$ cat src/rtl/hdmiext_pkg.sv
// hdmiext_pkg: TMDS control-period words and lane indices shared by the HDMI extension path
package hdmiext_pkg;

    localparam logic [9:0] CTRL0 = 10'b1101010100;
    localparam logic [9:0] CTRL1 = 10'b0010101011;
    localparam logic [9:0] CTRL2 = 10'b0101010100;
    localparam logic [9:0] CTRL3 = 10'b1010101011;

    localparam int BLUE  = 0;
    localparam int GREEN = 1;
    localparam int RED   = 2;

endpackage

$ cat src/rtl/hdmiext_pad_diff.sv
// hdmiext_pad_diff: registered differential pad pair; HDMIEXT_SEROUT_OBUFDS_EN selects an OBUFDS primitive
module hdmiext_pad_diff #(
    parameter logic RST_VAL = 1'b0
) (
    input  logic i_clk,
    input  logic i_rst_n,
    input  logic i_d,
    output logic o_p,
    output logic o_n
);

`ifdef HDMIEXT_SEROUT_OBUFDS_EN
    logic r_q;

    // single registered bit feeding the differential buffer
    always_ff @(posedge i_clk or negedge i_rst_n)
        if (!i_rst_n) r_q <= RST_VAL;
        else          r_q <= i_d;

    OBUFDS #(.IOSTANDARD("TMDS_33")) u_obufds (.I(r_q), .O(o_p), .OB(o_n));
`else
    logic r_p;
    logic r_n;

    // true and complement registered separately so both legs switch on the same edge
    always_ff @(posedge i_clk or negedge i_rst_n)
        if (!i_rst_n) begin
            r_p <= RST_VAL;
            r_n <= ~RST_VAL;
        end else begin
            r_p <= i_d;
            r_n <= ~i_d;
        end

    assign o_p = r_p;
    assign o_n = r_n;
`endif

endmodule

$ cat src/rtl/hdmiext_serout.sv
// hdmiext_serout: TMDS lane serialiser with idle-word underflow fill and clock lane (pads via hdmiext_pad_diff, HDMIEXT_SEROUT_OBUFDS_EN)
module hdmiext_serout
    import hdmiext_pkg::*;
#(
    parameter int                NUM_CH    = 3,
    parameter int                WORD_W    = 10,
    parameter logic [WORD_W-1:0] IDLE_WORD = WORD_W'(CTRL0),
    parameter int                UFLOW_W   = 16
) (
    input  logic                     i_clk,
    input  logic                     i_rst_n,
    input  logic                     i_en,
    input  logic [NUM_CH*WORD_W-1:0] i_in_data,
    input  logic                     i_in_valid,
    output logic                     o_in_ready,
    output logic                     o_word_start,
    output logic [UFLOW_W-1:0]       o_uflow_cnt,
    input  logic                     i_uflow_clr,
    output logic [NUM_CH-1:0]        o_tmds_p,
    output logic [NUM_CH-1:0]        o_tmds_n,
    output logic                     o_tmds_clk_p,
    output logic                     o_tmds_clk_n
);

    localparam int BW = $clog2(WORD_W);

    logic [BW-1:0]              r_bcnt;
    logic                       r_en_q;
    logic                       r_hold_full;
    logic [NUM_CH*WORD_W-1:0]   r_hold;
    logic [UFLOW_W-1:0]         r_uflow;
    logic [WORD_W-1:0]          r_sh [NUM_CH];

    logic w_load;
    logic w_acc;
    logic w_take;
    logic w_uf;
    logic w_clk_bit;

    assign w_load       = r_bcnt == BW'(WORD_W - 1);
    assign o_in_ready   = !r_hold_full || (w_load && r_en_q);
    assign w_acc        = i_in_valid && o_in_ready;
    assign w_take       = w_load && r_en_q && r_hold_full;
    assign w_uf         = w_load && r_en_q && !r_hold_full;
    assign w_clk_bit    = r_bcnt < BW'(WORD_W / 2);
    assign o_word_start = r_bcnt == '0;
    assign o_uflow_cnt  = r_uflow;

    // bit counter, enable sample, holding register and underflow counter
    always_ff @(posedge i_clk or negedge i_rst_n)
        if (!i_rst_n) begin
            r_bcnt      <= '0;
            r_en_q      <= 1'b0;
            r_hold_full <= 1'b0;
            r_hold      <= '0;
            r_uflow     <= '0;
        end else begin
            r_bcnt      <= w_load ? '0 : r_bcnt + 1'b1;
            r_en_q      <= i_en;
            r_hold_full <= w_acc || (r_hold_full && !w_take);
            if (w_acc) r_hold <= i_in_data;
            r_uflow     <= i_uflow_clr ? '0 : (w_uf && !(&r_uflow)) ? r_uflow + 1'b1 : r_uflow;
        end

    // per-lane shifters: reload at word boundary (held word or idle fill), else shift LSB-first
    always_ff @(posedge i_clk or negedge i_rst_n)
        if (!i_rst_n) begin
            for (int c = 0; c < NUM_CH; c++) r_sh[c] <= IDLE_WORD;
        end else begin
            for (int c = 0; c < NUM_CH; c++)
                r_sh[c] <= w_load ? (w_take ? r_hold[c*WORD_W +: WORD_W] : IDLE_WORD) : r_sh[c] >> 1;
        end

    for (genvar g = 0; g < NUM_CH; g++) begin : g_lane
        hdmiext_pad_diff #(.RST_VAL(IDLE_WORD[0])) u_pad (
            .i_clk   (i_clk),
            .i_rst_n (i_rst_n),
            .i_d     (r_sh[g][0]),
            .o_p     (o_tmds_p[g]),
            .o_n     (o_tmds_n[g])
        );
    end

    hdmiext_pad_diff #(.RST_VAL(1'b1)) u_clk_pad (
        .i_clk   (i_clk),
        .i_rst_n (i_rst_n),
        .i_d     (w_clk_bit),
        .o_p     (o_tmds_clk_p),
        .o_n     (o_tmds_clk_n)
    );

endmodule
$ cat config.mk
export PLATFORM = sky130hd
export DESIGN_NAME = hdmiext_serout
export DESIGN_NICKNAME = d
export VERILOG_FILES = /design/src/rtl/hdmiext_pkg.sv /design/src/rtl/hdmiext_pad_diff.sv /design/src/rtl/hdmiext_serout.sv
export SDC_FILE = /design/constraint.sdc
export NUM_CORES = 1
export LEC_CHECK = 0
export ABC_AREA = 1
export CORE_MARGIN = 3
export CORE_UTILIZATION = 45
export CTS_BUF_LIST = sky130_fd_sc_hd__clkbuf_4 sky130_fd_sc_hd__clkbuf_8
export DETAILED_ROUTE_END_ITERATION = 10
export GPL_ROUTABILITY_DRIVEN = 0
export GPL_TIMING_DRIVEN = 0
export PLACE_DENSITY_LB_ADDON = 0.25
export SLEW_MARGIN = 0
export SYNTH_ARGS = -nofsm -noshare
export SYNTH_HDL_FRONTEND = slang
export SYNTH_SLANG_ARGS = --single-unit
$ cat constraint.sdc
create_clock -name i_clk -period 2 [get_ports i_clk]
set_clock_uncertainty 0.05 [all_clocks]
set_input_delay 0.2 -clock i_clk [delete_from_list [all_inputs] [get_ports i_clk]]
set_output_delay 0.2 -clock i_clk [all_outputs]
set_load 0.005 [all_outputs]
==> impl_metrics.env <==
export IMPL_async_flop_share_pct=100.0
export IMPL_fin_area_um2=4892
export IMPL_final_setup_viol_count=0
export IMPL_final_hold_viol_count=0
export IMPL_drtAntennaViolNets=0
export IMPL_fillers=743
export IMPL_root_buffer="clkbuf_8"
export IMPL_antenna_cells=0
export IMPL_cp_arrival_ns=1.62
export IMPL_p_per_area_nw_per_um2=886.4
export IMPL_placed_cell_area_um2=4616
export IMPL_overflow=0
export IMPL_rows=33
export IMPL_regArea_um2=2276
export IMPL_antenna_found_initial=0
export IMPL_grt_pass1_vias=2900
export IMPL_reg2reg_to="o_uflow_cnt[7]$_DFFE_PN0P_"
export IMPL_routedWlPerCell_um=13.39
export IMPL_r2r_start="o_uflow_cnt[0]$_DFFE_PN0P_"
export IMPL_critPathRequiredTime_ns=1.75
export IMPL_synth_seq_area_share_pct=58.87
export IMPL_leakage_nw=2.356
export IMPL_slowest_delay_ns=0.52
export IMPL_peakVddDrop_v=0.0006117
export IMPL_synth_area_um2=3866
export IMPL_viasPerCell=4.938
export IMPL_fin_crit_ns=1.867
export IMPL_rsz0062_at_grt="false"
export IMPL_synth_common_cells="nand2_1 (124), dfrtp_1 (71), nand3_1 (52)"
export IMPL_hp_class="in2reg"
export IMPL_holdPathEnd="r_en_q$_DFF_PN0_"
export IMPL_synth_edf_count=0
export IMPL_reg2reg_slack_ns=0.30
export IMPL_clk_path_buf_depth=2
export IMPL_grt_pass1_wl_um=13660
export IMPL_numCtsBuffers=9
export IMPL_vias=2938
export IMPL_drive_gt1_share_pct=16.53
export IMPL_drc=0
export IMPL_clk_latency_ns=0.35
export IMPL_crit_type="reg2out"
export IMPL_max_cap_violations=0
export IMPL_crit_family="buffers and inverters"
export IMPL_dieArea_um2=9740
export IMPL_holdPathStages=1
export IMPL_dieWidth_um=98.69
export IMPL_dr_pass1_iters=4
export IMPL_slew_limit_headroom_pct=61.14
export IMPL_coreArea_um2=8299
export IMPL_crit_slowest_cell="clkdlybuf4s50_1"
export IMPL_grt_usage_pct=17.48
export IMPL_yosysTopAreaCell="dfrtp_1"
export IMPL_initial_core_util_pct=46.59
export IMPL_cts_tree="yes"
export IMPL_fmax_mhz=535.5
export IMPL_cp_start_kind="flip-flop"
export IMPL_syn_nets=444
export IMPL_end_kind="output port"
export IMPL_yosysWarnings=0
export IMPL_r2r_cells=10
export IMPL_num_io_pins=61
export IMPL_cts_num_sinks=90
export IMPL_synth_top_area_share_pct=45.95
export IMPL_worstHoldStart="i_en"
export IMPL_htree_levels=3
export IMPL_synthFlopType="dfrtp_1"
export IMPL_status="completed"
export IMPL_place_detailed_hpwl_um=5634
export IMPL_path_clk_slew_ns=0.09
export IMPL_final_util_pct=58.95
export IMPL_synthCells=408
export IMPL_path_buf_inv=2
export IMPL_cp_max_fo=4
export IMPL_finalCritPeriodShare_pct=93.37
export IMPL_worst_pin_slew_ns=0.5829
export IMPL_multi_input_area_um2=1368
export IMPL_synthTopCellsByArea="dfrtp_1 (46%), dfstp_2 (13%), nand2_1 (12%), nand3_1 (6.7%), a22o_1 (3.4%)"
export IMPL_startpoint="r_bcnt[2]$_DFF_PN0_"
export IMPL_yosys_cell_count_top_type="nand2_1"
export IMPL_final_nets=521
export IMPL_synth_area_per_cell_um2=9.476
export IMPL_io_buffer_count=60
export IMPL_slew_viol_final=0
export IMPL_yosysUniqueCellTypes=28
export IMPL_wl_um=7969
export IMPL_synth_seq_cells=90
export IMPL_crit_chain="buf_4, nor3_2, clkdlybuf4s50_1"
export IMPL_grt_max_degree=47
export IMPL_die_h_um=98.69
export IMPL_dr_first_iter_drc_count=123
export IMPL_syn_to_final_growth_pct=26.54
==> area by class of cell <==
cell class                      count  area share, %
Inverter                           32          2.455
Sequential cell                    90          46.52
Clock inverter                      6          1.841
Multi-Input combinational cell    266          27.95
Tap cell                          105          2.685
Buffer                             20          2.430
Timing Repair Buffer               66          13.43
Clock buffer                       10          2.685
==> kinds of logic (layout without fill, tap and decap cells) <==
group	after synthesis	in the layout	share of synthesized area [%]
DFF	90	90	58.87
and+or+nand+nor	218	218	25.31
AOI/OAI and AO/OA	41	41	8.123
adders and majority gates	1	1	0.3236
buffers and inverters	52	134	6.019
xor gates and xnor gates	6	6	1.359
==> how the worst max path moves through the flow <==
stage / cells past startpoint / end / slack [ns]
3_5_place_dp: 6 / o_in_ready / 0.04
3_3_place_gp: 1 / g_lane[2].u_pad.o_p$_DFF_PN0_ / -2.49
4_1_cts: 4 / o_word_start / 0.01
5_1_grt: 4 / o_word_start / 0.01
6_report: 3 / o_word_start / 0.13
2_1_floorplan: 10 / o_uflow_cnt[10]$_DFFE_PN0P_ / 0.52
==> stage by stage <==
stage / worst slack (ns) / cells / hold slack, ns / TNS [ns] / power (mW)
finish: 0.1325 / 595 / 0.2319 / 0 / 4.336
detailed placement: 0.03557 / 574 / 0.1906 / 0 / 3.015
global placement: -2.487 / 573 / 0.3087 / -203.69 / 2.978
floorplan: 0.5205 / 408 / -0.1456 / 0 / 2.711
global route: 0.01218 / 595 / 0.2352 / 0 / 4.591
CTS: 0.01014 / 595 / 0.2167 / 0 / 4.400
==> power breakdown <==
group	leakage, nW	switching [mW]	internal, mW
combinational	1.13	0.323	0.366
clock	0.110	0.638	0.722
sequential	1.11	0.154	2.13
total	2.36	1.12	3.22
==> registers in the layout, summed over array words and instances (netlist names) <==
signal and cells:
r_bcnt 4, u_clk_pad.o_n 1, r_hold_full 1, r_hold 30, o_uflow_cnt 16, u_clk_pad.o_p 1
g_lane.u_pad.o_p 3, g_lane.u_pad.o_n 3, r_en_q 1, r_sh 30
==> layer usage <==
metal	track usage [%]	part of all wire, %	vias up
met5	0	0	-
li1	-	-	1470
met4	6.303	1.4	0
met1	22.43	44	1397
met2	29.64	51	63
met3	3.326	3.8	8
==> worst register-to-register path, stage by stage (launching register included) <==
cell and delay [ns]:
dfrtp_1 0.43, ha_1 0.25, nand2_1 0.11, nor2_2 0.06, nand2_2 0.13, inv_2 0.06
nand2_2 0.09, nand2_4 0.08, nor2_2 0.22, nand2_1 0.09, nand2_1 0.08
==> timing repair <==
item / 4_1_cts / 5_1_grt
endpoints found under the setup margin: 1 / 1
endpoints found under the hold margin: 33 / 0
pin swaps: 1 / 0
setup buffers: 4 / 0
hold buffers: 1 / 0
resized for setup: 4 / 2
==> cells in the final DEF, fill, tap and decap left out, types with 3 or more instances in the layout <==
cell type | synthesis | routed
nand2_1 | 124 | 123
dfrtp_1 | 71 | 71
clkdlybuf4s50_1 | 0 | 58
nand3_1 | 52 | 52
inv_1 | 27 | 27
nor2_1 | 23 | 22
dfstp_2 | 19 | 19
a22o_1 | 15 | 15
o22a_1 | 12 | 12
buf_4 | 7 | 12
clkbuf_8 | 0 | 9
buf_2 | 9 | 8
nor2_2 | 5 | 6
o21ai_0 | 6 | 6
xor2_1 | 6 | 6
inv_2 | 5 | 5
nand2_2 | 4 | 5
clkbuf_1 | 4 | 4
nor2_4 | 3 | 3
o21ai_1 | 3 | 3
Power figures use the tool's default switching activity.
